--- src/rtl/imem_port_arbiter_pkg.sv ---
// Shared constants and encodings for the instruction-memory port arbiter.
package imem_port_arbiter_pkg;

  localparam int unsigned INSTRUCTION_LEN        = 32;
  localparam int unsigned INSTRUCTION_MEM_SIZE   = 1024;
  localparam int unsigned DEFAULT_MAX_LOAD_BURST = 4;

  localparam logic [31:0] NOP_INSTR = 32'hE000_0000;

  typedef enum logic [1:0] {
    ST_IDLE  = 2'd0,
    ST_READ  = 2'd1,
    ST_WRITE = 2'd2,
    ST_SKIP  = 2'd3
  } state_t;

  typedef enum logic {
    REQ_FETCH = 1'b0,
    REQ_LOAD  = 1'b1
  } req_t;

endpackage

--- src/rtl/imem_grant_sel.sv ---
// Loader-first priority selector with a saturating burst counter that
// hands the port to fetch once the loader has taken MAX_LOAD_BURST grants.
module imem_grant_sel
  import imem_port_arbiter_pkg::*;
#(
  parameter int unsigned MAX_LOAD_BURST = DEFAULT_MAX_LOAD_BURST
) (
  input  logic clk,
  input  logic rst,
  input  logic i_en,
  input  logic i_fetch_req,
  input  logic i_load_req,
  output logic o_fetch_gnt,
  output logic o_load_gnt
);

  localparam int unsigned CNT_W = $clog2(MAX_LOAD_BURST + 1);
  localparam logic [CNT_W-1:0] CNT_MAX = CNT_W'(MAX_LOAD_BURST);

  logic [CNT_W-1:0] r_burst_cnt;
  logic             w_fetch_turn;

  assign w_fetch_turn = i_fetch_req && (r_burst_cnt == CNT_MAX);

  always_comb begin
    o_load_gnt  = 1'b0;
    o_fetch_gnt = 1'b0;
    if (i_en) begin
      o_load_gnt  = i_load_req && !w_fetch_turn;
      o_fetch_gnt = i_fetch_req && (!i_load_req || w_fetch_turn);
    end
  end

  // Counts loader grants that made a waiting fetch stand aside.
  always_ff @(posedge clk) begin
    if (rst) begin
      r_burst_cnt <= '0;
    end else if (!i_fetch_req || o_fetch_gnt) begin
      r_burst_cnt <= '0;
    end else if (o_load_gnt && (r_burst_cnt != CNT_MAX)) begin
      r_burst_cnt <= r_burst_cnt + CNT_W'(1);
    end
  end

endmodule

--- src/rtl/imem_port_arbiter.sv ---
// Shares the single instruction-memory port between fetch (reads) and the
// program loader (writes); one access per two cycles, screened for range.
module imem_port_arbiter
  import imem_port_arbiter_pkg::*;
#(
  parameter int unsigned ADDR_W         = INSTRUCTION_LEN,
  parameter int unsigned DATA_W         = INSTRUCTION_LEN,
  parameter int unsigned MEM_SIZE       = INSTRUCTION_MEM_SIZE,
  parameter int unsigned MAX_LOAD_BURST = DEFAULT_MAX_LOAD_BURST
) (
  input  logic              clk,
  input  logic              rst,
  input  logic              fetch_req,
  input  logic [ADDR_W-1:0] fetch_addr,
  input  logic              fetch_flush,
  output logic              fetch_gnt,
  output logic              fetch_valid,
  output logic [DATA_W-1:0] fetch_data,
  output logic              fetch_err,
  input  logic              load_req,
  input  logic [ADDR_W-1:0] load_addr,
  input  logic [DATA_W-1:0] load_data,
  output logic              load_gnt,
  output logic              load_done,
  output logic              load_err,
  output logic [ADDR_W-1:0] mem_address,
  output logic [DATA_W-1:0] mem_wdata,
  output logic              mem_read,
  output logic              mem_write,
  input  logic [DATA_W-1:0] mem_rdata,
  output logic              busy
);

  localparam int unsigned AW1 = ADDR_W + 1;
  localparam logic [AW1-1:0] LAST_WORD = AW1'(MEM_SIZE - 4);
  localparam logic [DATA_W-1:0] NOP_WORD = DATA_W'(NOP_INSTR);

  state_t            r_state;
  req_t              r_req;
  logic [ADDR_W-1:0] r_addr;
  logic [DATA_W-1:0] r_wdata;
  logic [DATA_W-1:0] r_fetch_data;
  logic              r_fetch_valid;
  logic              r_fetch_err;
  logic              r_load_done;
  logic              r_load_err;

  logic              w_en;
  logic              w_fetch_sel;
  logic              w_load_sel;
  logic [ADDR_W-1:0] w_gnt_addr;
  logic              w_addr_bad;

  assign w_en = (r_state == ST_IDLE) && !rst;

  imem_grant_sel #(
    .MAX_LOAD_BURST(MAX_LOAD_BURST)
  ) u_grant_sel (
    .clk        (clk),
    .rst        (rst),
    .i_en       (w_en),
    .i_fetch_req(fetch_req),
    .i_load_req (load_req),
    .o_fetch_gnt(w_fetch_sel),
    .o_load_gnt (w_load_sel)
  );

  // Range compare is one bit wider so high addresses cannot wrap into range.
  assign w_gnt_addr = w_load_sel ? load_addr : fetch_addr;
  assign w_addr_bad = (w_gnt_addr[1:0] != 2'b00) || ({1'b0, w_gnt_addr} > LAST_WORD);

  always_ff @(posedge clk) begin
    if (rst) begin
      r_state       <= ST_IDLE;
      r_req         <= REQ_FETCH;
      r_addr        <= '0;
      r_wdata       <= '0;
      r_fetch_data  <= '0;
      r_fetch_valid <= 1'b0;
      r_fetch_err   <= 1'b0;
      r_load_done   <= 1'b0;
      r_load_err    <= 1'b0;
    end else begin
      r_fetch_valid <= 1'b0;
      r_fetch_err   <= 1'b0;
      r_load_done   <= 1'b0;
      r_load_err    <= 1'b0;
      case (r_state)
        ST_IDLE: begin
          if (w_fetch_sel || w_load_sel) begin
            r_addr <= w_gnt_addr;
            r_req  <= w_load_sel ? REQ_LOAD : REQ_FETCH;
            if (w_load_sel) begin
              r_wdata <= load_data;
            end
            if (w_addr_bad) begin
              r_state <= ST_SKIP;
            end else begin
              r_state <= w_load_sel ? ST_WRITE : ST_READ;
            end
          end
        end
        ST_READ: begin
          r_fetch_data  <= mem_rdata;
          r_fetch_valid <= !fetch_flush;
          r_state       <= ST_IDLE;
        end
        ST_WRITE: begin
          r_load_done <= 1'b1;
          r_state     <= ST_IDLE;
        end
        ST_SKIP: begin
          if (r_req == REQ_LOAD) begin
            r_load_done <= 1'b1;
            r_load_err  <= 1'b1;
          end else begin
            r_fetch_data  <= NOP_WORD;
            r_fetch_valid <= !fetch_flush;
            r_fetch_err   <= !fetch_flush;
          end
          r_state <= ST_IDLE;
        end
        default: r_state <= ST_IDLE;
      endcase
    end
  end

  assign fetch_gnt   = w_fetch_sel;
  assign load_gnt    = w_load_sel;
  // A flush in the response cycle still kills the pulse.
  assign fetch_valid = r_fetch_valid && !fetch_flush;
  assign fetch_err   = r_fetch_err && !fetch_flush;
  assign fetch_data  = r_fetch_data;
  assign load_done   = r_load_done;
  assign load_err    = r_load_err;
  assign mem_address = r_addr;
  assign mem_wdata   = r_wdata;
  assign mem_read    = (r_state == ST_READ) && !rst;
  assign mem_write   = (r_state == ST_WRITE) && !rst;
  assign busy        = (r_state != ST_IDLE);

endmodule

--- config.mk ---
export PLATFORM = sky130hd
export DESIGN_NAME = imem_port_arbiter
export DESIGN_NICKNAME = d
export VERILOG_FILES = /design/src/rtl/imem_port_arbiter_pkg.sv /design/src/rtl/imem_grant_sel.sv /design/src/rtl/imem_port_arbiter.sv
export SDC_FILE = /design/constraint.sdc
export NUM_CORES = 1
export LEC_CHECK = 0
export CORE_UTILIZATION = 42
export CTS_BUF_LIST = sky130_fd_sc_hd__clkbuf_4 sky130_fd_sc_hd__clkbuf_8 sky130_fd_sc_hd__clkbuf_16
export CTS_CLUSTER_DIAMETER = 40
export CTS_CLUSTER_SIZE = 20
export DETAILED_ROUTE_END_ITERATION = 8
export GPL_TIMING_DRIVEN = 0
export HOLD_SLACK_MARGIN = 0.05
export PLACE_DENSITY_LB_ADDON = 0.08
export SETUP_SLACK_MARGIN = 0.5
export SYNTH_ARGS = -nofsm -noshare
export SYNTH_HDL_FRONTEND = slang
export SYNTH_SLANG_ARGS = --single-unit
--- constraint.sdc ---
create_clock -name clk -period 3.6 [get_ports clk]
set_clock_uncertainty 0.15 [all_clocks]
set_input_delay 0.54 -clock clk [delete_from_list [all_inputs] [get_ports clk]]
set_output_delay 0.54 -clock clk [all_outputs]
set_load 0.02 [all_outputs]
Word level (Yosys, flattened, before mapping)
Index checks and enable logic that the tools add are counted.

word-level totals
  register bits after elaboration = 106
  word-level logic and storage cells = 62
  output and inout port bits = 105

cells by class
  reduce and logical (&&, ||, !) cells = 28
  bitwise gates (word level) = 1
  add/sub/neg operators = 1
  muxes and demuxes = 14
  order comparisons = 1
  equal/unequal tests = 7

operators by type and width
  kind                                                                    number
  32-bit two-way mux                                                      2
  32-bit case mux with 2 select lines                                     1
  32-bit by 10-bit > comparator with 1-bit output, second input constant  1
  1-bit logical AND                                                       9
  2-bit two-way mux                                                       3
  2-bit nonzero test                                                      3
  1-bit logical NOT                                                       5
  1-bit two-way mux                                                       5
  2-bit equality test, second input constant                              2
  1-bit logical OR                                                        4
  1-bit case mux with 2 select lines                                      2
  2-bit case mux with 2 select lines                                      1
  2-bit AND reduction                                                     2
  2-bit OR reduction                                                      2
  3-bit by 1-bit adder with 3-bit output, second input constant           1
  3-bit equality test, second input constant                              1
  3-bit != test, second input constant                                    1
  3-bit AND reduction                                                     1
  3-bit OR reduction                                                      1
  2-bit by 1-bit equality test with 1-bit output, second input constant   1
  2-bit logical NOT                                                       1
  2-bit by 1-bit != test with 1-bit output, second input constant         1
  2-bit != test, second input constant                                    1
  1-bit NOT                                                               1

Longest topological paths before layout
  depth in word-level cells = 11
  gate-level depth with buffers = 7
  mapped depth without buffers = 6

Hierarchy
A second synthesis with hierarchy kept.

second synthesis, totals
  cell total of the unflattened synthesis = 435
  area total of the unflattened synthesis = 4176.5 um^2

by module, submodules not included
  module             seq. area each (um^2)  cells an instance  area an instance (um^2)  instances
  imem_port_arbiter  2062.0                 411                3991.3                   1
  imem_grant_sel     60.1                   24                 185.2                    1

Least setup slack after synthesis
No wires, ideal clock.

  kind = input to output
  start point = input port rst
  end point = output port load_gnt
  required time = 2910 ps
  cell stages on the path = 4
  path slack = 1446 ps
  path buffers = 1
  data arrival time = 1464 ps
  path through = or4b_4 -> nand2b_4 -> buf_6 -> inv_1

on the way
  longest elaborated chain between the ends = 3

ends and longest elaborated chain
  item               RTL line                 RTL
  from (decl)        imem_port_arbiter.sv:12  input logic rst,
  1-bit logical NOT  imem_port_arbiter.sv:54  assign w_en = (r_state == ST_IDLE) && !rst;
  1-bit logical AND  imem_port_arbiter.sv:54
  1-bit two-way mux  imem_grant_sel.sv:28     if (i_en) begin
  to (decl)          imem_port_arbiter.sv:23  output logic load_gnt,

Every way passes these cells.

Worst setup path in the final report
Same ends and word-level chain as after synthesis.

==> summary by stage <==
Timing
The total count of hold-check failures in the final report was 0. In the final timing run, aggregate negative setup slack is 0 ns. The final-report max-slew violation count is 0. Setup slack on the critical path of the routed design comes to approximately 0.53 ns. After layout, the worst path uses 85.25% of the clock period. Setup repair after global routing left no endpoint under its margin. The final critical-path required period is ~3 ns.

Setup violations remaining at the end of the flow were counted as 0. The remaining max-slew budget at the tightest pin is 42.72%. Static timing analysis puts the maximum clock frequency at ~330 MHz. The slew at the pin closest to its max-slew limit is around 0.86 ns.

Detailed routing
The number of antenna-violating nets in the routed design is 0. The ratio of routed vias to standard cells is around 5.7. The number of DRC markers after the initial detailed-route iteration is roughly 240. The first TritonRoute pass finished after 5 iterations.

In the routed design, unresolved DRC markers number 0. The routed wirelength normalized by instance count is around 19 µm. The routed layout has around 4,600 vias. The routed wire length is 15,150 µm.

Clock tree
The number of hold buffers added after cts is 0. In this run the number of H-tree levels came out at 3. The clock latency reported for the late side of the worst-skew pair is about 0.36 ns. In this run the deepest clock path goes through 2 buffers. The total number of clock tree sinks is 106. The CTS clock-pin slew for the worst setup and hold paths is ~0.1 ns.

The CTS tree is built. The root cell of the clock tree is sky130_fd_sc_hd__clkbuf_8. In this run, CTS created clock tree buffers numbering 9.

Power
The maximum resistive drop on vdd is ~270 µV. The share of power burned in combinational logic is between 20% and 30%. Per report_power, the sequential group accounts for 46.3% of the total.

The internal cell power is 1999 µW. The clock network accounts for roughly 27% of the total power. The switching share of power is 29.72%. For this design the static power due to leakage is roughly 0.0026 µW. The switching power summed over all nets is around 850 µW. Power spread over the standard cell area amounts to about 400 nW/µm².

Floorplanning
The die width is approximately 100 µm. The floorplan has 36 rows. 238 I/O pins were placed.

The starting utilization of the core area is a little over two fifths. The area of the core is just under 10,000 µm². The floorplan step set the die height to roughly 100 µm. The overall die area is between 10,000 and 15,000 µm².

Critical path
The highest-delay cell along the critical path is sky130_fd_sc_hd__or4b_4. For the worst setup path, the data arrival time is between 2 and 2.5 ns. The top fanout value on the critical path is 7. The required time of the critical path is around 2.9 ns. The endpoint kind of the worst setup timing path is a primary output. The kind of critical path is primary input to primary output. The peak per-stage delay on the critical path is about 0.56 ns. Traced cell by cell, the critical path runs through clkdlybuf4s50_1, or4b_4, nand2b_4, buf_6, inv_1, dlygate4sd2_1.

The type of element launching the critical path is a primary input.

Synth
The cell area after synthesis is 4334 µm². Synthesis produced a netlist whose cell count is between 400 and 500. The number of nets in the synthesized netlist is 561. The number of enable flip-flop cells after synthesis is 0.

The most numerous cell in the Yosys netlist is sky130_fd_sc_hd__dfxtp_1. Synthesis inferred 106 register bits. The biggest area contributor in the post-synthesis netlist is sky130_fd_sc_hd__dfxtp_1. The mean area per synthesized cell is just over 10 µm². The portion of the post-synthesis area used by sequential elements is 48.96%.

By area the synthesized netlist is led by sky130_fd_sc_hd__dfxtp_1 49%, sky130_fd_sc_hd__nor3b_1 6.9%, sky130_fd_sc_hd__a31o_1 6.1%. By count the netlist is led by 106 x sky130_fd_sc_hd__dfxtp_1, 40 x sky130_fd_sc_hd__nor3b_1, 30 x sky130_fd_sc_hd__a31o_1. The share of async-settable or async-resettable flops after synthesis is 0%.

The post-synthesis cell type count is 39. In the synthesized netlist the dominant register cell turns out to be sky130_fd_sc_hd__dfxtp_1. The total number of yosys warnings is 0.

Summed over its instances, the top area cell type makes up about 49% of the synthesized netlist area.

Cells and area
The final core utilization is between 70% and 80%. The fraction of layout cells with a size suffix above 1 is under 10%. The number of nets in the finished design is between 800 and 900. After routing the design area is roughly 7100 µm². The post-route non-filler standard cell count is between 800 and 900.

Relative to the synthesized area, the layout overhead comes to 64.67%. The repair_antennas step left the layout with diodes totalling 0.

Worst hold path
In this run the worst hold path is classified as register to register.

Global route
Entering global routing, the biggest net connects 20 pins. For this run, the total global-route usage over all layers was measured as between 20% and 30%. Global routing finished with a remaining overflow of 0.

The first global-routing pass estimated 24,440 µm of wire. The initial antenna violation count came to 0. The via count of the first global-routing pass is about 4,700.

Placed design
Buffers placed on the I/O ports in this run total around 240. Routability-driven placement finished with a final weighted congestion of around 0.95. The post-place setup slack is 0.09626 ns. The HPWL after detailed placement is approximately 11,000 µm. The placed instance count is just under 800. The cell area after placement is approximately 6900 µm².

Status
The flow ran to the end, and the final reports show no timing, DRC or antenna violations.

Job
The number of violations of the max-capacitance limit is 0.
-- logic make-up after synthesis --
group | Yosys count | synth area share (%)
DFF | 106 | 48.96
buffers and inverters | 54 | 6.582
and+or+nand+nor | 107 | 15.65
AOI/OAI and AO/OA | 157 | 28.23
adders and majority gates | 2 | 0.5773
-- metrics by stage --
step / power, µW / hold slack [ns]
final: 2844 / 0.3312
after global routing: 2970 / 0.3563
after global placement: 2069 / 0.3043
after floorplan: 1675 / 0.2986
after CTS: 2856 / 0.3329
after detailed placement: 2083 / 0.3078
-- timing repair --
action	in CTS	in global routing
resized for setup	5	7
buffers inserted	1	3
cloned	0	0
setup endpoints to repair	4	3
endpoints found under the hold margin	0	0
pin swaps	1	0
-- worst max-delay path: cells and delay by family --
family | cells | cell delay [ns]
buffers and inverters | 4 | 1.11
and+or+nand+nor | 2 | 0.72
-- cells in the final DEF (no fill, tap or decap), types with 2 or more instances in the layout --
cell type	count
sky130_fd_sc_hd__inv_6	3
sky130_fd_sc_hd__a31oi_1	24
sky130_fd_sc_hd__nor4_1	13
sky130_fd_sc_hd__nand4_1	2
sky130_fd_sc_hd__clkdlybuf4s50_1	234
sky130_fd_sc_hd__o21ai_0	24
sky130_fd_sc_hd__a21oi_1	5
sky130_fd_sc_hd__clkbuf_2	2
sky130_fd_sc_hd__buf_4	4
sky130_fd_sc_hd__and3_1	2
sky130_fd_sc_hd__nor2b_1	2
sky130_fd_sc_hd__a21boi_0	2
sky130_fd_sc_hd__buf_1	2
sky130_fd_sc_hd__or2b_1	2
sky130_fd_sc_hd__a31o_2	2
sky130_fd_sc_hd__dfxtp_1	106
sky130_fd_sc_hd__o31a_1	2
sky130_fd_sc_hd__nor2_1	5
sky130_fd_sc_hd__a311oi_1	24
sky130_fd_sc_hd__clkbuf_8	9
sky130_fd_sc_hd__clkbuf_1	26
sky130_fd_sc_hd__inv_1	6
sky130_fd_sc_hd__buf_2	6
sky130_fd_sc_hd__ha_1	2
sky130_fd_sc_hd__o221a_2	3
sky130_fd_sc_hd__nor3b_1	40
sky130_fd_sc_hd__nand3_1	27
sky130_fd_sc_hd__dlymetal6s2s_1	2
sky130_fd_sc_hd__buf_6	10
sky130_fd_sc_hd__a221o_1	8
sky130_fd_sc_hd__a31o_1	30
sky130_fd_sc_hd__nand2_1	6
sky130_fd_sc_hd__a22o_1	29
-- routing by layer --
layer / vias to the layer above / GRT usage, % / share of wire (%)
met4: 0 / 8.799 / 1.9
li1: 2174 / - / -
met1: 2193 / 34.02 / 41
met3: 23 / 8.936 / 8.7
met5: - / 0 / 0
met2: 239 / 47.94 / 49
-- final timing paths --
path                                                              start                     endpoint  slack [ns]  depth (start not counted)
worst min-delay path                         mem_wdata[16]$_SDFFE_PP0P_   mem_wdata[16]$_SDFFE_PP0P_        0.33                          1
worst max register to register  u_grant_sel.r_burst_cnt[0]$_SDFFE_PP0P_  mem_address[0]$_SDFFE_PP0P_        1.38                          7
worst min register to register               mem_wdata[16]$_SDFFE_PP0P_   mem_wdata[16]$_SDFFE_PP0P_        0.33                          1
worst max-delay path                                                rst                     load_gnt        0.53                          6
-- cell type report --
type | instances | area (µm²)
Clock buffer | 9 | 123.9
Buffer | 47 | 265.3
Clock inverter | 7 | 86.33
Multi-Input combinational cell | 266 | 1937
Tap cell | 133 | 166.4
Timing Repair Buffer | 241 | 2406
Inverter | 7 | 30.03
Sequential cell | 106 | 2122
Fill cell | 761 | 2773
-- state kept, by name, indices dropped and copies added (netlist names), 2 cells and up --
name and flops:
r_state 2, u_grant_sel.r_burst_cnt 3, fetch_data 32, mem_address 32, mem_wdata 32
-- power by group through the flow --
stage | clock network (µW) | logic, µW | registers [µW]
floorplan | 0 | 231 | 1440
global placement | 0 | 730 | 1340
detailed placement | 0 | 742 | 1340
CTS | 793 | 747 | 1320
global route | 847 | 794 | 1330
finish | 775 | 752 | 1320
Note: power is estimated with default switching activity, not from simulation.
